[config.mk]
export PLATFORM = sky130hd
export DESIGN_NAME = stk_pipe_al_free_list
export DESIGN_NICKNAME = d
export VERILOG_FILES = /design/src/rtl/stk_pipe_al_free_list_pkg.sv /design/src/rtl/stk_pipe_al_free_list.sv
export SDC_FILE = /design/constraint.sdc
export NUM_CORES = 1
export LEC_CHECK = 0
export ABC_AREA = 1
export CORE_MARGIN = 2
export CORE_UTILIZATION = 59
export CTS_CLUSTER_SIZE = 12
export DETAILED_ROUTE_END_ITERATION = 12
export DONT_BUFFER_PORTS = 1
export PLACE_DENSITY = 0.73
export SYNTH_ARGS = -nofsm -noshare
export SYNTH_HDL_FRONTEND = slang
export SYNTH_SLANG_ARGS = --single-unit
[constraint.sdc]
create_clock -name clk -period 2.7 [get_ports clk]
set_input_delay 0.675 -clock clk [delete_from_list [all_inputs] [get_ports clk]]
set_output_delay 0.675 -clock clk [all_outputs]
set_load 0.02 [all_outputs]
[src/rtl/stk_pipe_al_free_list_pkg.sv]
// Shared definitions for the stack-pipeline allocation free list.
//   STK_PIPE_AL_N : number of pointer entries (SRAM depth)
//   STK_PIPE_AL_W : pointer width (SRAM address and data width)
//   al_ptr_t      : one entry pointer
//   al_fl_state_t : free-list controller states
package stk_pipe_pkg;

  localparam int STK_PIPE_AL_N = 1024;
  localparam int STK_PIPE_AL_W = 10;

  typedef logic [STK_PIPE_AL_W-1:0] al_ptr_t;

  typedef enum logic [1:0] {
    INIT     = 2'd0,
    IDLE     = 2'd1,
    ALLOC_WB = 2'd2
  } al_fl_state_t;

endpackage

[src/rtl/stk_pipe_al_free_list.sv]
// Allocation free-list manager. Unused entry pointers form a singly linked
// LIFO list stored in the single-port pointer SRAM. SRAM[p] holds the
// successor of p, and head_q is the top of the list.
// Ports:
//   clk, rst_n                 clock, synchronous active-low reset
//   i_alloc_vld / o_alloc_rdy  allocation request handshake
//   o_alloc_rsp_vld/_ptr       allocated pointer, one-cycle pulse
//   i_free_vld/_ptr, o_free_rdy  pointer return handshake
//   o_sram_*, i_sram_dout      SRAM port (oe=1 read, oe=0 write; dout a cycle later)
//   o_count                    number of free entries
//   o_init_done                list built, block operational
module stk_pipe_al_free_list
  import stk_pipe_pkg::*;
#(
  parameter int N = STK_PIPE_AL_N,
  parameter int W = STK_PIPE_AL_W
) (
  input  logic         clk,
  input  logic         rst_n,
  input  logic         i_alloc_vld,
  output logic         o_alloc_rdy,
  output logic         o_alloc_rsp_vld,
  output logic [W-1:0] o_alloc_rsp_ptr,
  input  logic         i_free_vld,
  input  logic [W-1:0] i_free_ptr,
  output logic         o_free_rdy,
  output logic [W-1:0] o_sram_addr,
  output logic [W-1:0] o_sram_din,
  output logic         o_sram_ce,
  output logic         o_sram_oe,
  input  logic [W-1:0] i_sram_dout,
  output logic [W:0]   o_count,
  output logic         o_init_done
);

  localparam logic [W:0]   CNT_FULL = (W+1)'(N);
  localparam logic [W:0]   CNT_ONE  = (W+1)'(1);
  localparam logic [W-1:0] PTR_LAST = W'(N-1);
  localparam logic [W-1:0] PTR_ONE  = W'(1);

  al_fl_state_t state_q, state_d;
  logic [W-1:0] init_cnt_q, init_cnt_d;
  logic [W-1:0] head_q, head_d;
  logic [W:0]   count_q, count_d;
  logic         init_done_q, init_done_d;
  logic         alloc_rdy_q, alloc_rdy_d;
  logic         free_rdy_q, free_rdy_d;
  logic         rsp_vld_q, rsp_vld_d;
  logic [W-1:0] rsp_ptr_q, rsp_ptr_d;

  logic         alloc_acc_s;
  logic         free_acc_s;
  logic         sram_ce_s;
  logic         sram_oe_s;
  logic [W-1:0] sram_addr_s;
  logic [W-1:0] sram_din_s;

  // Ready flags are only ever high in IDLE, so acceptance needs no state term.
  assign alloc_acc_s = i_alloc_vld & alloc_rdy_q;
  assign free_acc_s  = i_free_vld & free_rdy_q;

  // State and datapath registers with synchronous active-low reset.
  always_ff @(posedge clk) begin
    if (!rst_n) begin
      state_q     <= INIT;
      init_cnt_q  <= '0;
      head_q      <= '0;
      count_q     <= '0;
      init_done_q <= 1'b0;
      alloc_rdy_q <= 1'b0;
      free_rdy_q  <= 1'b0;
      rsp_vld_q   <= 1'b0;
      rsp_ptr_q   <= '0;
    end else begin
      state_q     <= state_d;
      init_cnt_q  <= init_cnt_d;
      head_q      <= head_d;
      count_q     <= count_d;
      init_done_q <= init_done_d;
      alloc_rdy_q <= alloc_rdy_d;
      free_rdy_q  <= free_rdy_d;
      rsp_vld_q   <= rsp_vld_d;
      rsp_ptr_q   <= rsp_ptr_d;
    end
  end

  // Next-state logic.
  always_comb begin
    state_d = state_q;
    case (state_q)
      INIT: begin
        if (init_cnt_q == PTR_LAST) begin
          state_d = IDLE;
        end else begin
          state_d = INIT;
        end
      end
      IDLE: begin
        // A bypass (alloc+free together) needs no SRAM read, so it stays in IDLE.
        if (alloc_acc_s && !free_acc_s) begin
          state_d = ALLOC_WB;
        end else begin
          state_d = IDLE;
        end
      end
      ALLOC_WB: state_d = IDLE;
      default:  state_d = INIT;
    endcase
  end

  // Datapath, SRAM port and registered-output next values.
  always_comb begin
    init_cnt_d  = init_cnt_q;
    head_d      = head_q;
    count_d     = count_q;
    init_done_d = init_done_q;
    rsp_vld_d   = 1'b0;
    rsp_ptr_d   = rsp_ptr_q;
    sram_ce_s   = 1'b0;
    sram_oe_s   = 1'b0;
    sram_addr_s = '0;
    sram_din_s  = '0;
    case (state_q)
      INIT: begin
        // Link every entry to its successor; the last entry terminates with 0.
        sram_ce_s   = 1'b1;
        sram_oe_s   = 1'b0;
        sram_addr_s = init_cnt_q;
        if (init_cnt_q == PTR_LAST) begin
          sram_din_s  = '0;
          init_cnt_d  = '0;
          head_d      = '0;
          count_d     = CNT_FULL;
          init_done_d = 1'b1;
        end else begin
          sram_din_s  = init_cnt_q + PTR_ONE;
          init_cnt_d  = init_cnt_q + PTR_ONE;
        end
      end
      IDLE: begin
        if (alloc_acc_s && free_acc_s) begin
          // Hand the returned pointer straight back; list is untouched.
          rsp_vld_d = 1'b1;
          rsp_ptr_d = i_free_ptr;
        end else if (alloc_acc_s) begin
          // Pop: read head's successor, picked up in ALLOC_WB.
          sram_ce_s   = 1'b1;
          sram_oe_s   = 1'b1;
          sram_addr_s = head_q;
          rsp_vld_d   = 1'b1;
          rsp_ptr_d   = head_q;
          count_d     = count_q - CNT_ONE;
        end else if (free_acc_s) begin
          // Push: link the returned pointer in front of the current head.
          sram_ce_s   = 1'b1;
          sram_oe_s   = 1'b0;
          sram_addr_s = i_free_ptr;
          sram_din_s  = head_q;
          head_d      = i_free_ptr;
          count_d     = count_q + CNT_ONE;
        end else begin
          rsp_vld_d = 1'b0;
        end
      end
      ALLOC_WB: begin
        head_d = i_sram_dout;
      end
      default: begin
        rsp_vld_d = 1'b0;
      end
    endcase
    alloc_rdy_d = (state_d == IDLE) && (count_d != '0);
    free_rdy_d  = (state_d == IDLE);
  end

  // SRAM enable is forced off while reset is held so no stray write can occur.
  assign o_sram_ce       = sram_ce_s & rst_n;
  assign o_sram_oe       = sram_oe_s;
  assign o_sram_addr     = sram_addr_s;
  assign o_sram_din      = sram_din_s;
  assign o_alloc_rdy     = alloc_rdy_q;
  assign o_free_rdy      = free_rdy_q;
  assign o_alloc_rsp_vld = rsp_vld_q;
  assign o_alloc_rsp_ptr = rsp_ptr_q;
  assign o_count         = count_q;
  assign o_init_done     = init_done_q;

endmodule

==> results of run 1 <==
## repair_timing
item / in CTS / in global routing
resized for setup: 0 / 9
endpoints found under the setup margin: 0 / 6
hold buffers: 0 / 0
## final cells by class
class                           instances  share of cell area
Tap cell                               70              0.0255
Sequential cell                        47               0.274
Timing Repair Buffer                   31              0.0677
Clock inverter                          1             0.00218
Inverter                               56              0.0618
Clock buffer                            7              0.0280
Multi-Input combinational cell        367               0.541
## power breakdown
group | internal, mW | switching, mW | total (mW)
clock | 0.233 | 0.253 | 0.487
combinational | 0.0217 | 0.0420 | 0.0637
sequential | 0.697 | 0.00408 | 0.701
total | 0.952 | 0.299 | 1.25
## Yosys cell counts
library cell | number | area share
ha_1 | 10 | 0.041
a21oi_1 | 32 | 0.052
nand2_4 | 1 | 0.0037
inv_2 | 11 | 0.013
clkbuf_1 | 15 | 0.018
a21boi_0 | 1 | 0.0024
nand2_2 | 7 | 0.014
buf_2 | 3 | 0.0049
o32ai_1 | 4 | 0.011
nand4_1 | 3 | 0.0061
nor3_1 | 3 | 0.0049
a21oi_2 | 1 | 0.0029
a211oi_1 | 2 | 0.0049
nand3b_1 | 1 | 0.0024
nor2_1 | 39 | 0.048
o22ai_1 | 1 | 0.0020
o21ai_0 | 51 | 0.083
buf_4 | 2 | 0.0049
dfxtp_1 | 47 | 0.31
a31oi_1 | 10 | 0.020
o21ai_1 | 2 | 0.0033
o21bai_1 | 1 | 0.0024
nor2_2 | 1 | 0.0020
o211ai_1 | 5 | 0.012
clkinv_1 | 1 | 0.0012
o31ai_1 | 1 | 0.0024
inv_1 | 43 | 0.053
nor3_2 | 3 | 0.0098
o21a_1 | 1 | 0.0024
nor2_4 | 2 | 0.0073
inv_4 | 1 | 0.0020
nand4_4 | 1 | 0.0069
or2_2 | 1 | 0.0020
nand2_1 | 137 | 0.17
xor2_1 | 2 | 0.0057
nand3_1 | 44 | 0.072
buf_1 | 1 | 0.0012
## registers in the layout (all words and copies together) (netlist names)
name	flops
o_alloc_rsp_vld	1
o_free_rdy	1
o_count	11
state_q	2
o_alloc_rdy	1
o_init_done	1
init_cnt_q	10
head_q	10
o_alloc_rsp_ptr	10
## worst paths after layout
kind / start / to / slack, ps / cells past startpoint
hold reg to reg: head_q[9] / head_q[9] / 480 / 2
hold / removal: rst_n / init_cnt_q[0] / 480 / 2
setup / recovery: o_free_rdy / o_sram_addr[3] / 110 / 6
setup reg to reg: o_free_rdy / o_alloc_rdy / 480 / 16
## routing by layer
layer  part of all wire  wire length (µm)  vias up
met3              0.074               686       25
met2               0.50              4640      170
li1                   -                 -     1648
met5                  0                 0        -
met4              0.032               295        0
met1               0.39              3610     1548
## logic make-up after synthesis
| group | count (synthesis) | share of synthesized area |
|---|---|---|
| AOI/OAI and AO/OA | 112 | 0.202 |
| xor gates and xnor gates | 2 | 0.00571 |
| adders and majority gates | 10 | 0.0407 |
| buffers and inverters | 77 | 0.0986 |
| DFF | 47 | 0.306 |
| and+or+nand+nor | 243 | 0.346 |
## cells in the final DEF, fill, tap and decap left out, drive strengths merged
master / count
o32ai: 4
nor2: 42
o31ai: 1
xor2: 2
nand4: 4
o21ai: 53
dfxtp: 47
a31oi: 10
inv: 55
clkinvlp: 1
a21oi: 33
a211oi: 2
nand3: 44
a21boi: 1
ha: 10
o22ai: 1
o21bai: 1
clkbuf: 7
nor3: 6
nand3b: 1
o211ai: 5
o21a: 1
clkinv: 1
nand2: 145
or2: 1
buf: 31
==> impl_metrics.prom, run 1 <==
# TYPE chip_impl_metric gauge
chip_impl_metric{name="cts_max_level",unit=""} 2
chip_impl_metric{name="ioPinCount",unit=""} 71
chip_impl_info{name="timing.hold.worst.class",value="primary input to flip-flop"} 1
chip_impl_metric{name="finalWorstPathRequiredPeriod",unit="ps"} 2590
chip_impl_metric{name="die_height",unit="µm"} 76.1
chip_impl_metric{name="critical_path_required",unit="ps"} 2030
chip_impl_metric{name="clock-skew-final",unit="ps"} 7.43
chip_impl_metric{name="number_of_nets_in_the_layout",unit=""} 542
chip_impl_metric{name="worst-slew-pin-transition",unit="ps"} 479
chip_impl_metric{name="syn_inst",unit=""} 491
chip_impl_metric{name="area_enclosed_by_the_die_boundary",unit="mm²"} 0.00580
chip_impl_metric{name="numClockSinks",unit=""} 47
chip_impl_metric{name="timing.slew.headroom",unit=""} 0.680
chip_impl_info{name="start_kind",value="flip-flop"} 1
chip_impl_metric{name="timing.hold.ws",unit="ps"} 482
chip_impl_metric{name="grt.met3_usage",unit=""} 0.0569
chip_impl_metric{name="dpl_cells",unit=""} 571
chip_impl_metric{name="power",unit="mW"} 1.25
chip_impl_metric{name="antennaDiodeCount",unit=""} 0
chip_impl_metric{name="use_met2",unit=""} 0.579
chip_impl_metric{name="layout_area_overhead",unit="%"} 12.0
chip_impl_metric{name="crit_path_max_incr_delay",unit="ps"} 470
chip_impl_metric{name="final-hold-violation-count",unit=""} 0
chip_impl_metric{name="worst-endpoint-arrival",unit="ps"} 1910
chip_impl_metric{name="place.port_buffers",unit=""} 0
chip_impl_metric{name="die_w",unit="µm"} 76.1
chip_impl_metric{name="setup_total_negative_slack",unit="ps"} 0
chip_impl_metric{name="max_cap_viol_count",unit=""} 0
chip_impl_metric{name="initial_core_util",unit=""} 0.605
chip_impl_metric{name="final_layout_size_suffix_gt1_frac",unit=""} 0.149
chip_impl_metric{name="report.final.setup_viol",unit=""} 0
chip_impl_metric{name="post-cts-setup-buffers",unit=""} 0
chip_impl_metric{name="detail_route.drc_violations",unit=""} 0
chip_impl_metric{name="grt_use_met1",unit=""} 0.372
chip_impl_info{name="gr-max-usage-layer",value="met2"} 1
chip_impl_metric{name="layout_setup_ws",unit="ps"} 113
chip_impl_metric{name="cts.reportedPaths.clkPinSlew",unit="ps"} 90
chip_impl_metric{name="cellLeakagePower",unit="nW"} 1.50
chip_impl_metric{name="drt_pass1_iterations",unit=""} 6
chip_impl_metric{name="post_synth.cell_area_avg",unit="µm²"} 6.25
chip_impl_metric{name="rows",unit=""} 26
chip_impl_info{name="critPathSlowestCell",value="dfxtp_1"} 1
chip_impl_metric{name="detailed_placement_hpwl",unit="µm"} 6770
chip_impl_metric{name="synthesis.nets",unit=""} 525
chip_impl_metric{name="totalWireLength",unit="µm"} 9230
chip_impl_info{name="critPathCaptureType",value="output port"} 1
chip_impl_metric{name="globalRouteOverflowTotal",unit=""} 0
chip_impl_metric{name="first_global_vias",unit=""} 3095
chip_impl_metric{name="ant_nets",unit=""} 0
chip_impl_metric{name="sequential_cell_area",unit="µm²"} 943
chip_impl_metric{name="detail_route.iter0.violations",unit=""} 221
chip_impl_metric{name="placed_area",unit="mm²"} 0.00331
chip_impl_info{name="status",value="completed"} 1
chip_impl_metric{name="routed_via_count",unit=""} 3391
chip_impl_info{name="clk_root_buffer_cell",value="clkbuf_8"} 1
chip_impl_metric{name="seq_area_frac_synth",unit=""} 0.306
chip_impl_metric{name="post-route-period-util",unit=""} 0.958
chip_impl_metric{name="yosysWarningCount",unit=""} 0
chip_impl_metric{name="unique_cell_type_count_in_the_yosys_netlist",unit=""} 37
chip_impl_metric{name="fmax",unit="GHz"} 0.387
chip_impl_metric{name="footprint_of_the_multi_input_gates",unit="mm²"} 0.00186
chip_impl_info{name="cts_tree",value="yes"} 1
chip_impl_metric{name="synth-seq-cells",unit=""} 47
chip_impl_info{name="critical_path_class",value="flip-flop to output port"} 1
chip_impl_metric{name="fin_util",unit=""} 0.678
chip_impl_metric{name="grt_max_degree",unit=""} 35
chip_impl_metric{name="crit_buf_inv",unit=""} 2
chip_impl_metric{name="insertion_delay",unit="ps"} 310
chip_impl_metric{name="cts.path.max_buffers",unit=""} 2
chip_impl_metric{name="power_per_cell_area",unit="mW/mm²"} 364
chip_impl_metric{name="core_area",unit="mm²"} 0.00507
chip_impl_metric{name="post-place-ws",unit="ps"} 215
chip_impl_metric{name="wire_per_inst",unit="µm"} 15.9
chip_impl_metric{name="peakVddDrop",unit="mV"} 0.261
chip_impl_metric{name="groute.usage.overall",unit=""} 0.318
chip_impl_info{name="critical_path.cell_chain",value="nand2_1 -> buf_4 -> o21ai_0 -> o21ai_0 -> o32ai_1 -> buf_4"} 1
chip_impl_metric{name="cp_max_fo",unit=""} 14
chip_impl_metric{name="layout.filler_cells",unit=""} 477
chip_impl_metric{name="vias_per_cell",unit=""} 5.86
chip_impl_metric{name="slew_violations",unit=""} 0
chip_impl_metric{name="grt_first_pass_wirelength",unit="µm"} 14800
chip_impl_metric{name="clock_buffer_count_from_cts",unit=""} 5
chip_impl_metric{name="antenna_found_initial",unit=""} 0
chip_impl_metric{name="post_layout_nonfiller_instances",unit=""} 579
chip_impl_info{name="timing.critical_path.max_delay_family",value="compound AO/OA/AOI/OAI gates"} 1
chip_impl_metric{name="gpl.final_weighted_congestion",unit=""} 0.973
chip_impl_metric{name="synth.cell_area",unit="mm²"} 0.00307
chip_impl_metric{name="layout.cell_area.non_filler",unit="mm²"} 0.00344
Note: power is estimated with default switching activity, not from simulation.
==> run 2, diff against run 1 <==
--- a/config.mk
+++ b/config.mk
@@ -6,12 +6,14 @@
 export NUM_CORES = 1
 export LEC_CHECK = 0
 export ABC_AREA = 1
+export CELL_PAD_IN_SITES_DETAIL_PLACEMENT = 2
+export CELL_PAD_IN_SITES_GLOBAL_PLACEMENT = 2
 export CORE_MARGIN = 2
-export CORE_UTILIZATION = 59
+export CORE_UTILIZATION = 33
 export CTS_CLUSTER_SIZE = 12
 export DETAILED_ROUTE_END_ITERATION = 12
 export DONT_BUFFER_PORTS = 1
-export PLACE_DENSITY = 0.73
+export PLACE_DENSITY = 0.77
 export SYNTH_ARGS = -nofsm -noshare
 export SYNTH_HDL_FRONTEND = slang
 export SYNTH_SLANG_ARGS = --single-unit
==> impl_metrics.prom, run 2 (same netlist as run 1, synthesis figures left out) <==
# TYPE chip_impl_metric gauge
chip_impl_info{name="status",value="completed"} 1
chip_impl_metric{name="totalWireLength",unit="µm"} 12300
chip_impl_metric{name="postCtsHoldBufs",unit=""} 0
chip_impl_metric{name="critical_path_required",unit="ps"} 2030
chip_impl_metric{name="finalWorstPathRequiredPeriod",unit="ps"} 2650
chip_impl_metric{name="slew_violations",unit=""} 0
chip_impl_metric{name="antenna_found_initial",unit=""} 0
chip_impl_metric{name="internal_reg_to_reg_setup_slack",unit="ps"} 490
chip_impl_info{name="clk_root_buffer_cell",value="clkbuf_8"} 1
chip_impl_metric{name="first_global_vias",unit=""} 3603
chip_impl_metric{name="initial_core_util",unit=""} 0.335
chip_impl_metric{name="wire_per_inst",unit="µm"} 19.6
chip_impl_metric{name="power",unit="mW"} 1.26
chip_impl_metric{name="cts_max_level",unit=""} 2
chip_impl_info{name="critPathSlowestCell",value="dfxtp_4"} 1
chip_impl_metric{name="max_cap_viol_count",unit=""} 0
chip_impl_metric{name="ioPinCount",unit=""} 71
chip_impl_metric{name="footprint_of_the_multi_input_gates",unit="mm²"} 0.00186
chip_impl_metric{name="groute.usage.overall",unit=""} 0.251
chip_impl_metric{name="ant_nets",unit=""} 0
chip_impl_metric{name="place.port_buffers",unit=""} 0
chip_impl_info{name="most-common-layout-cells",value="nand2_1 (135), dfxtp_1 (44), inv_1 (43), nand3_1 (43), o21ai_0 (43)"} 1
chip_impl_metric{name="largest_register_ffs",unit=""} 11
chip_impl_metric{name="detail_route.drc_violations",unit=""} 0
chip_impl_info{name="rr_startpoint",value="o_free_rdy"} 1
chip_impl_metric{name="numClockSinks",unit=""} 47
chip_impl_info{name="critical_path_class",value="flip-flop to output port"} 1
chip_impl_metric{name="report.final.setup_viol",unit=""} 0
chip_impl_metric{name="vias_per_cell",unit=""} 5.56
chip_impl_metric{name="routed_via_count",unit=""} 3473
chip_impl_info{name="hold_start",value="rst_n"} 1
chip_impl_info{name="cts_tree",value="yes"} 1
chip_impl_metric{name="die_height",unit="µm"} 100
chip_impl_metric{name="peakVddDrop",unit="mV"} 0.197
chip_impl_metric{name="fmax",unit="GHz"} 0.378
chip_impl_info{name="layout_commonest_cell",value="nand2_1"} 1
chip_impl_metric{name="cp_max_fo",unit=""} 4
chip_impl_metric{name="timing.slew.headroom",unit=""} 0.680
chip_impl_metric{name="power_per_cell_area",unit="mW/mm²"} 357
chip_impl_metric{name="number_of_nets_in_the_layout",unit=""} 547
chip_impl_metric{name="area_enclosed_by_the_die_boundary",unit="mm²"} 0.0101
chip_impl_metric{name="fin_util",unit=""} 0.385
chip_impl_info{name="start_kind",value="flip-flop"} 1
chip_impl_metric{name="detailed_placement_hpwl",unit="µm"} 9520
chip_impl_metric{name="sequential_cell_area",unit="µm²"} 947
chip_impl_metric{name="antennaDiodeCount",unit=""} 0
chip_impl_metric{name="grt_first_pass_wirelength",unit="µm"} 19600
chip_impl_metric{name="worst-endpoint-arrival",unit="ps"} 1970
chip_impl_metric{name="r2r.worst_path.cells",unit=""} 16
chip_impl_metric{name="gpl.final_weighted_congestion",unit=""} 0.871
chip_impl_metric{name="cts.path.max_buffers",unit=""} 2
chip_impl_info{name="r2r_end",value="o_alloc_rdy"} 1
chip_impl_info{name="grt_setup_unrepaired",value="yes"} 1
chip_impl_metric{name="clock-skew-final",unit="ps"} 16.6
chip_impl_metric{name="final-hold-violation-count",unit=""} 0
chip_impl_info{name="critical_path.cell_chain",value="inv_2 -> nor3_4 -> nand2_2 -> nor3_4 -> nand3_2 -> nor2_2 -> nand2_1 -> nand3_1 -> o21ai_1 -> buf_4"} 1
chip_impl_metric{name="crit_path_max_incr_delay",unit="ps"} 380
chip_impl_info{name="critPathCaptureType",value="output port"} 1
chip_impl_metric{name="core_area",unit="mm²"} 0.00915
chip_impl_info{name="timing.hold.worst.class",value="primary input to flip-flop"} 1
chip_impl_metric{name="detail_route.iter0.violations",unit=""} 151
chip_impl_metric{name="drt_pass1_iterations",unit=""} 4
chip_impl_info{name="cpMostUsedCell",value="nor3_4"} 1
chip_impl_metric{name="layout.filler_cells",unit=""} 1165
chip_impl_metric{name="cts.reportedPaths.clkPinSlew",unit="ps"} 100
chip_impl_metric{name="insertion_delay",unit="ps"} 320
chip_impl_metric{name="post-route-period-util",unit=""} 0.981
chip_impl_metric{name="holdPathStages",unit=""} 2
chip_impl_metric{name="layout_area_overhead",unit="%"} 14.9
chip_impl_metric{name="final_layout_size_suffix_gt1_frac",unit=""} 0.160
chip_impl_metric{name="grt_max_degree",unit=""} 35
chip_impl_metric{name="rows",unit=""} 35
chip_impl_metric{name="clock_buffer_count_from_cts",unit=""} 5
chip_impl_info{name="hold_path_end",value="init_cnt_q[0]"} 1
chip_impl_metric{name="die_w",unit="µm"} 100
chip_impl_metric{name="worst-slew-pin-transition",unit="ps"} 479
chip_impl_metric{name="cellLeakagePower",unit="nW"} 1.52
chip_impl_metric{name="globalRouteOverflowTotal",unit=""} 0
run 2: changes by cell type in the layout (fill, tap and decap cells not counted), sizes merged:
cell,before,now
buf,31,36
clkbuf,7,5
inv,55,57
run 2: repair_timing:
action                                  CTS  global route
endpoints found under the setup margin    4             5
gates resized for setup                   3            10
buffers inserted                          0             3
pin swaps                                 0             4
run 2: routing by layer:
metal,part of all wire,wire length [µm],global-route usage,vias to the layer above
met4,0.016,199,0.0695,0
met2,0.46,5650,0.394,81
li1,-,-,-,1654
met1,0.47,5790,0.347,1727
met5,0,0,0,-
met3,0.050,615,0.0548,11
run 2: where the power goes:
part,switching [mW],internal [mW]
sequential,0.00449,0.697
clock,0.294,0.193
combinational,0.0488,0.0220
run 2: cell type report:
type                            instances  share of cell area
Timing Repair Buffer                   36              0.0766
Clock inverter                          3             0.00780
Multi-Input combinational cell        367               0.527
Tap cell                              111              0.0394
Sequential cell                        47               0.269
Inverter                               56              0.0610
Clock buffer                            5              0.0195
run 2: how the worst max path moves through the flow:
stage,slack [ps],end,from,cells past startpoint
floorplan,90,o_sram_ce,i_free_vld,4
global placement,230,o_sram_addr[7],i_free_vld,7
finish,50,o_sram_din[9],init_cnt_q[0],10
global route,-60,o_sram_din[9],init_cnt_q[1],10
CTS,10,o_sram_din[9],init_cnt_q[1],10
detailed placement,160,o_sram_addr[7],i_free_vld,7
run 2: worst max-delay path: cells and delay by family (launching register included):
family | cells | cell delay [ps]
compound gates | 1 | 100
buf+inv | 2 | 220
flops | 1 | 380
simple gates | 7 | 960
run 2: per-stage QoR:
step	instances	hold slack (ps)	worst slack (ps)	setup TNS (ps)	instance area, µm²
after detailed placement	614	487	162	0	3370
after global placement	614	472	227	0	3370
after global routing	625	476	-63.1	-81.2	3530
final	625	474	51.0	0	3530
after CTS	622	469	12.4	0	3470
after floorplan	491	454	94.6	0	3080
